<file path="src/rtl/qspi_req_arb.sv">
// Round-robin arbiter that shares one qspi_wrap byte-register channel among NREQ requesters,
// keeping one transaction in flight and turning a missing response into a timeout error.
module qspi_req_arb #(
    parameter int NREQ    = 4,
    parameter int TMO_CYC = 4096
) (
    input  logic                clk,
    input  logic                rst,
    input  logic [NREQ-1:0]     req_vld,
    output logic [NREQ-1:0]     req_rdy,
    input  logic [4*NREQ-1:0]   req_addr,
    input  logic [NREQ-1:0]     req_read,
    input  logic [8*NREQ-1:0]   req_dat,
    output logic [NREQ-1:0]     rsp_vld,
    input  logic [NREQ-1:0]     rsp_rdy,
    output logic [7:0]          rsp_dat,
    output logic                rsp_err,
    input  logic                flash_busy,
    output logic                m_req_vld,
    input  logic                m_req_rdy,
    output logic [3:0]          m_req_addr,
    output logic                m_req_read,
    output logic [7:0]          m_req_dat,
    input  logic                m_rsp_vld,
    output logic                m_rsp_rdy,
    input  logic [7:0]          m_rsp_dat,
    output logic [NREQ-1:0]     grant,
    output logic                stray_err
);

    localparam int IW = $clog2(NREQ);
    localparam int CW = $clog2(TMO_CYC);
    localparam logic [CW-1:0] TMO_LAST = CW'(TMO_CYC - 1);

    typedef enum logic [1:0] {S_IDLE, S_ISSUE, S_WAIT, S_RESP} state_t;
    typedef logic [IW:0] sum_t;

    state_t            state_reg, state_next;
    logic [IW-1:0]     last_reg, owner_reg, winner;
    logic              win_vld, accept, timeout;
    sum_t              idx_sum;
    logic [CW-1:0]     cnt_reg, cnt_inc;
    logic [NREQ-1:0]   rsp_vld_reg, grant_reg;
    logic [7:0]        rsp_dat_reg, m_req_dat_reg;
    logic              rsp_err_reg, m_req_vld_reg, m_req_read_reg, stray_err_reg;
    logic [3:0]        m_req_addr_reg;

    logic [3:0]        addr_arr [NREQ];
    logic [7:0]        dat_arr  [NREQ];

    generate
        for (genvar gi = 0; gi < NREQ; gi++) begin : g_req
            assign addr_arr[gi] = req_addr[4*gi +: 4];
            assign dat_arr[gi]  = req_dat[8*gi +: 8];
            assign req_rdy[gi]  = accept && !rst && (winner == IW'(gi));
        end
    endgenerate

    // Round-robin search: first valid requester after the last owner, wrapping.
    always_comb begin
        win_vld = 1'b0;
        winner  = '0;
        idx_sum = '0;
        for (int k = 1; k <= NREQ; k++) begin
            idx_sum = {1'b0, last_reg} + sum_t'(k);
            if (idx_sum >= sum_t'(NREQ)) begin
                idx_sum = idx_sum - sum_t'(NREQ);
            end
            if (!win_vld && req_vld[idx_sum[IW-1:0]]) begin
                win_vld = 1'b1;
                winner  = idx_sum[IW-1:0];
            end
        end
    end

    assign accept    = (state_reg == S_IDLE) && win_vld && !flash_busy;
    assign m_rsp_rdy = (state_reg == S_IDLE) || (state_reg == S_WAIT);
    // The increment counts the current WAIT cycle, so rsp_vld rises TMO_CYC cycles after the handshake.
    assign cnt_inc   = cnt_reg + CW'(1);
    assign timeout   = (cnt_inc == TMO_LAST);

    always_comb begin
        state_next = state_reg;
        case (state_reg)
            S_IDLE:  if (accept) state_next = S_ISSUE;
            S_ISSUE: if (m_req_rdy) state_next = S_WAIT;
            S_WAIT:  if (m_rsp_vld || timeout) state_next = S_RESP;
            S_RESP:  if (|(rsp_rdy & grant_reg)) state_next = S_IDLE;
            default: state_next = S_IDLE;
        endcase
    end

    always_ff @(posedge clk or posedge rst) begin
        if (rst) begin
            state_reg <= S_IDLE;
        end else begin
            state_reg <= state_next;
        end
    end

    always_ff @(posedge clk or posedge rst) begin
        if (rst) begin
            last_reg       <= IW'(NREQ - 1);
            owner_reg      <= '0;
            cnt_reg        <= '0;
            rsp_vld_reg    <= '0;
            grant_reg      <= '0;
            rsp_dat_reg    <= '0;
            rsp_err_reg    <= 1'b0;
            m_req_vld_reg  <= 1'b0;
            m_req_addr_reg <= '0;
            m_req_read_reg <= 1'b0;
            m_req_dat_reg  <= '0;
            stray_err_reg  <= 1'b0;
        end else begin
            case (state_reg)
                S_IDLE: begin
                    if (m_rsp_vld) begin
                        stray_err_reg <= 1'b1;
                    end
                    if (accept) begin
                        owner_reg      <= winner;
                        grant_reg      <= NREQ'(1) << winner;
                        m_req_vld_reg  <= 1'b1;
                        m_req_addr_reg <= addr_arr[winner];
                        m_req_read_reg <= req_read[winner];
                        m_req_dat_reg  <= dat_arr[winner];
                    end
                end
                S_ISSUE: begin
                    if (m_req_rdy) begin
                        m_req_vld_reg <= 1'b0;
                        cnt_reg       <= '0;
                    end
                end
                S_WAIT: begin
                    cnt_reg <= cnt_inc;
                    // A response arriving on the timeout cycle takes precedence.
                    if (m_rsp_vld) begin
                        rsp_dat_reg <= m_rsp_dat;
                        rsp_err_reg <= 1'b0;
                        rsp_vld_reg <= grant_reg;
                    end else if (timeout) begin
                        rsp_dat_reg <= '0;
                        rsp_err_reg <= 1'b1;
                        rsp_vld_reg <= grant_reg;
                    end
                end
                S_RESP: begin
                    if (|(rsp_rdy & grant_reg)) begin
                        rsp_vld_reg <= '0;
                        grant_reg   <= '0;
                        last_reg    <= owner_reg;
                    end
                end
                default: ;
            endcase
        end
    end

    assign rsp_vld    = rsp_vld_reg;
    assign rsp_dat    = rsp_dat_reg;
    assign rsp_err    = rsp_err_reg;
    assign grant      = grant_reg;
    assign m_req_vld  = m_req_vld_reg;
    assign m_req_addr = m_req_addr_reg;
    assign m_req_read = m_req_read_reg;
    assign m_req_dat  = m_req_dat_reg;
    assign stray_err  = stray_err_reg;

endmodule

</file>
<file path="config.mk">
export PLATFORM = sky130hd
export DESIGN_NAME = qspi_req_arb
export DESIGN_NICKNAME = d
export VERILOG_FILES = /design/src/rtl/qspi_req_arb.sv
export SDC_FILE = /design/constraint.sdc
export NUM_CORES = 1
export LEC_CHECK = 0
export CAP_MARGIN = 20
export CORE_MARGIN = 5
export CORE_UTILIZATION = 48
export DETAILED_ROUTE_END_ITERATION = 12
export PLACE_DENSITY_LB_ADDON = 0.05
export SETUP_SLACK_MARGIN = 0.02
export SYNTH_ARGS = -nofsm -noshare
export SYNTH_HDL_FRONTEND = slang
export SYNTH_SLANG_ARGS = --single-unit
export TNS_END_PERCENT = 30
</file>
<file path="constraint.sdc">
create_clock -name clk -period 4.11 [get_ports clk]
set_input_delay 0.822 -clock clk [delete_from_list [all_inputs] [get_ports clk]]
set_output_delay 0.822 -clock clk [all_outputs]
set_load 0.02 [all_outputs]
</file>
-- Word-level counts from Yosys, hierarchy flattened
Index checks and enable logic that the tools add are counted.
- register bits: 50
- input port bits: 73
- output and inout port bits: 37
- logic and storage cells: 129
- add/subtract/negate cells: 9
- order comparisons: 10
- eq/ne operators: 12
- shift operators: 1
- mux-type cells: 48
- bitwise operators: 2
- reductions and logical operators: 34
- operators by type and width (cell ; number):
    $mux W8 ; 4
    $mux W2 ; 12
    $mux W4 ; 6
    $pmux W12 S2 ; 1
    $bmux W8 S2 ; 1
    $pmux W4 S2 ; 2
    $ge A3 B3 Y1 const B ; 5
    $lt A2 B3 Y1 const B ; 5
    $mux W1 ; 13
    $add A12 B1 Y12 const B ; 1
    $eq A12 B12 Y1 const B ; 1
    $mux W12 ; 1
    $bmux W1 S2 ; 5
    $logic_and A1 B1 Y1 ; 10
    $reduce_and A2 Y1 ; 5
    $reduce_bool A2 Y1 ; 5
    $reduce_and A3 Y1 ; 3
    $bmux W4 S2 ; 1
    $eq A2 B2 Y1 const B ; 4
    $pmux W2 S4 ; 1
    $sub A2 B1 Y2 const B ; 4
    $add A2 B2 Y3 const B ; 2
    $ne A2 B2 Y1 const B ; 3
    $logic_not A1 Y1 ; 5
    other kinds (13) ; 16

-- Longest topological paths before layout
Gate-level depths: netlist (run 1).
- word-level depth: 19
- depth in mapped cells: 8
- depth with buffers taken out: 7

-- Worst setup path after synthesis (run 1)
Ideal clock, no wire load.
- kind: input port to output port
- start point: input req_vld[2]
- end point: output req_rdy[1]
- arrival time: 2446 ps
- required time: 3288 ps
- path slack: 842 ps
- cell stages on the path: 8
- path buffers: 2
- cells stage by stage: inv_1 -> o21ai_0 -> a21o_1 -> o221ai_1 -> buf_4 -> buf_2 -> inv_1 -> nor4b_1
- cells in the longest elaborated chain, start to end: 16
- elaborated cells between the ends (all ways): 27
- classes of those cells: 1 x eq/ne; 16 x mux; 10 x reduce/logical
- RTL lines (element ; line ; text):
    start, declared ; 9 ; input logic [NREQ-1:0] req_vld,
    $bmux W1 S2 ; 69 ; if (!win_vld && req_vld[idx_sum[IW-1:0]]) begin
    $mux W1 (implied by the code) ; 69 ;
    $mux W1 ; 69 ;
    $logic_not A1 Y1 ; 69 ;
    $logic_and A1 B1 Y1 ; 69 ;
    $mux W1 ; 69 ;
    $logic_not A1 Y1 ; 69 ;
    $logic_and A1 B1 Y1 ; 69 ;
    $mux W1 ; 69 ;
    $logic_not A1 Y1 ; 69 ;
    $logic_and A1 B1 Y1 ; 69 ;
    $mux W1 ; 69 ;
    $logic_and A1 B1 Y1 (2 in a row) ; 76 ; assign accept = (state_reg == S_IDLE) && win_vld && !flash_busy;
    $logic_and A1 B1 Y1 ; 55 ; assign req_rdy[gi] = accept && !rst && (winner == IW'(gi));
    $logic_and A1 B1 Y1 (*) ; 55 ;
    end, declared ; 10 ; output logic [NREQ-1:0] req_rdy,
Mark *: on every way between the ends. The rest lies on a longest branch, timed or not. The select of a mux whose other input is x is not followed.

-- Final worst setup path (run 1)
- start point: input req_vld[3]
- end point: output req_rdy[1]
The elaborated chain is that of the path after synthesis.

==> results of run 1 <==
==> routing by layer <==
layer  global-route usage  up-vias  routed length (µm)
li1                     -     1203                   -
met1                0.228     1172                2900
met2                0.318       85                3430
met3               0.0781        7                 707
met4               0.0446        0                  69
met5                    0        -                   0
==> cells in the final DEF (no fill, tap or decap), types with 4 or more instances in the layout <==
master,instances
a21oi_1,4
a22o_1,16
and3_1,4
and4_1,4
buf_4,5
clkbuf_8,6
clkdlybuf4s50_1,109
dfrtp_1,48
ha_1,6
inv_1,9
mux2_2,16
mux2i_1,41
nand2_1,18
nand3_1,5
nand4_1,6
nor2_1,10
o21ai_0,20
==> metrics by stage <==
step / total power, µW / area (µm²) / utilization / std cells
after floorplan: 1670 / 2890 / - / 268
after global placement: 2170 / 4050 / 0.688 / 442
after detailed placement: 2200 / 4050 / 0.688 / 442
after CTS: 2500 / 4140 / 0.703 / 450
after global routing: 2650 / 4140 / 0.703 / 450
final: 2470 / 4140 / 0.703 / 450
==> worst min path at each step <==
stage / startpoint / end / slack [ps] / cells after the start
5_1_grt: stray_err$_DFFE_PP0P_ / stray_err$_DFFE_PP0P_ / 500 / 1
3_5_place_dp: stray_err$_DFFE_PP0P_ / stray_err$_DFFE_PP0P_ / 460 / 1
4_1_cts: stray_err$_DFFE_PP0P_ / stray_err$_DFFE_PP0P_ / 480 / 1
6_report: stray_err$_DFFE_PP0P_ / stray_err$_DFFE_PP0P_ / 470 / 1
3_3_place_gp: stray_err$_DFFE_PP0P_ / stray_err$_DFFE_PP0P_ / 450 / 1
2_1_floorplan: cnt_reg[8]$_DFFE_PP0P_ / cnt_reg[8]$_DFFE_PP0P_ / 460 / 1
==> critical path, stage by stage <==
cell	delay (ps)
clkdlybuf4s50_1	560
mux2i_1	120
o221ai_2	350
inv_1	170
nor4b_1	280
clkdlybuf4s50_1	680
==> logic make-up (layout without fill, tap and decap cells) <==
kind of cell	Yosys count	in the layout
buf+inv	25	132
fa+ha+maj	6	6
xor+xnor	4	4
compound gates	60	60
flops	50	50
simple gates	65	65
mux	58	58
==> area by class of cell <==
type	instances	area, µm²	share of cell area
inverter	10	37.5	0.00907
tap	75	93.8	0.0227
clock inverter	1	5.00	0.00121
sequential	50	1250	0.303
multi-input combinational	193	1540	0.371
timing repair buffer	114	1130	0.273
clock buffer	7	86.3	0.0209
==> power groups by stage <==
stage          Sequential [µW]  Combinational, µW  Clock, µW
2_1_floorplan              958                712          0
3_3_place_gp               822               1350          0
3_5_place_dp               827               1370          0
4_1_cts                    823               1380        300
5_1_grt                    853               1480        319
6_report                   822               1360        291
==> run_results.csv, run 1 <==
group,metric,value,unit
place,place_ws,261,ps
floorplanning,die_w,87.6,µm
critical_path,r2r_setup_slack,1680,ps
timing,finalMaxSlewViolations,0,
route,avgViaCountPerCell,5.48,
synthesis,ys_warn_count,0,
pwr,p_clk_frac,0.118,
final_layout,nets,453,
synthesis,syn_area_per_cell,10.8,µm²
critical_path,cp-startpoint,"req_vld[3]",
critical_path,rr_worst_depth,7,
route,drt_iter0_markers,87,
floorplanning,initial_core_util,0.491,
critical_path,worst-path-max-fanout,7,
floorplanning,boundaryPins,110,
final_layout,area_delta_synth_final,43.2,%
floorplanning,die-area,7670,µm²
route,wirelength,7110,µm
clock_tree,clockBufferDepth,2,
critical_path,reg2reg_from,"cnt_reg[0]$_DFFE_PP0P_",
synthesis,syn_inst,268,
clock_tree,ctsHoldBuffers,0,
timing,finalHoldViolCount,0,
route,drc,0,
synthesis,synthAdderAreaFrac,0.0260,
place,hpwlAfterDp,5550,µm
clock_tree,cts_resized,0,
pwr,internal_power,1490,µW
pwr,switching_share,0.395,
critical_path,r2r-end,"state_reg[1]$_DFFE_PP0P_",
clock_tree,clk_pin_slew,80,ps
synthesis,synth_top_family_by_area,"multiplexers",
global_route,grt_pass1_wl,11700,µm
global_route,grt_pass1_vias,2514,
place,gp_congestion,0.744,
route,first_pass_iters,4,
synthesis,synthFlopType,"dfrtp_1",
critical_path,crit_required,3290,ps
timing,fmax,263,MHz
timing,maxSlewHeadroom,0.420,
final_layout,drive_gt1_frac,0.112,
status,status,"complete, no violations",
pwr,p_leak,0.00180,µW
route,antenna_left,0,
synthesis,synth_edf_count,0,
critical_path,crit_path_end,"req_rdy[1]",
timing,hold_ws,474,ps
floorplanning,die_h,87.6,µm
timing,worst_pin_slew,846,ps
synthesis,syn_nets,347,
timing,rsz0062_at_grt,"no",
place,io_buffers,109,
synthesis,async_flop_share,1.00,
synthesis,synthTopCellsByArea,"dfrtp_1 42%, mux2i_1 14%, mux2_2 6.2%",
timing,fin_crit_sh,0.926,
clock_tree,insertion_delay,300,ps
synthesis,synth_common_cells,"48 x dfrtp_1, 41 x mux2i_1, 20 x o21ai_0",
clock_tree,htreeDepth,2,
timing,setup_violations,0,
pwr,power_frac_comb,0.549,
synthesis,synth_seq_area_share,0.434,
synthesis,synth_largest_area_cell,"dfrtp_1",
clock_tree,post-cts-setup-buffers,0,
floorplanning,coreArea,5890,µm²
pwr,p_per_area,596,nW/µm²
pwr,peakVddDrop,338,µV
critical_path,crit_type,"primary input to output port",
pwr,pwr-share-seq,0.333,
clock_tree,cts-buffers-inserted,5,
clock_tree,root_buffer,"clkbuf_8",
synthesis,synth-seq-cells,50,
timing,fin_ws,303,ps
synthesis,synth_cell_type_count,48,
final_layout,largest_reg_flops,12,
timing,skew,5.53,ps
critical_path,cp_data_arrival_time,2990,ps
synthesis,synth_area,2890,µm²
global_route,grt_max_degree,28,
final_layout,num-fill-cells,495,
floorplanning,rows,28,
route,post_drt_wl_per_cell,15.8,µm
critical_path,cp-end-kind,"output port",
synthesis,yosys.area_share.simple,0.125,
synthesis,synth_compound_area_frac,0.153,
pwr,switching_power,975,µW
synthesis,synth_xor_area_frac,0.0121,
route,via_count,2467,
timing,setup_tns,0,ps
hold_path,hold_path_class,"flip-flop to flip-flop",
global_route,grtUsageTotal,0.190,
synthesis,synth_most_common_cell,"dfrtp_1",
critical_path,cp-start-kind,"primary input",
timing,post-route-min-period,3810,ps
job,maxCapViolations,0,
synthesis,synth_top_area_frac,0.416,
global_route,antenna_found_initial,0,
synthesis,synthMuxAreaShare,0.208,
clock_tree,tritoncts,"done",
final_layout,diodes,0,
clock_tree,cts.sinks,50,
global_route,grt_overflow,0,
Note: power is estimated with default switching activity, not from simulation.
==> run 2, diff against run 1 <==
--- a/config.mk
+++ b/config.mk
@@ -8,6 +8,7 @@
 export CAP_MARGIN = 20
 export CORE_MARGIN = 5
 export CORE_UTILIZATION = 48
+export CTS_CLUSTER_SIZE = 30
 export DETAILED_ROUTE_END_ITERATION = 12
 export PLACE_DENSITY_LB_ADDON = 0.05
 export SETUP_SLACK_MARGIN = 0.02
==> results of run 2 <==
Final layout, timing and power as in run 1 (identical DEF).
==> run 3, diff against run 2 <==
--- a/config.mk
+++ b/config.mk
@@ -8,6 +8,7 @@
 export CAP_MARGIN = 20
 export CORE_MARGIN = 5
 export CORE_UTILIZATION = 48
+export CTS_CLUSTER_DIAMETER = 80
 export CTS_CLUSTER_SIZE = 30
 export DETAILED_ROUTE_END_ITERATION = 12
 export PLACE_DENSITY_LB_ADDON = 0.05
==> results of run 3 <==
Final layout, timing and power as in run 1 (identical DEF).
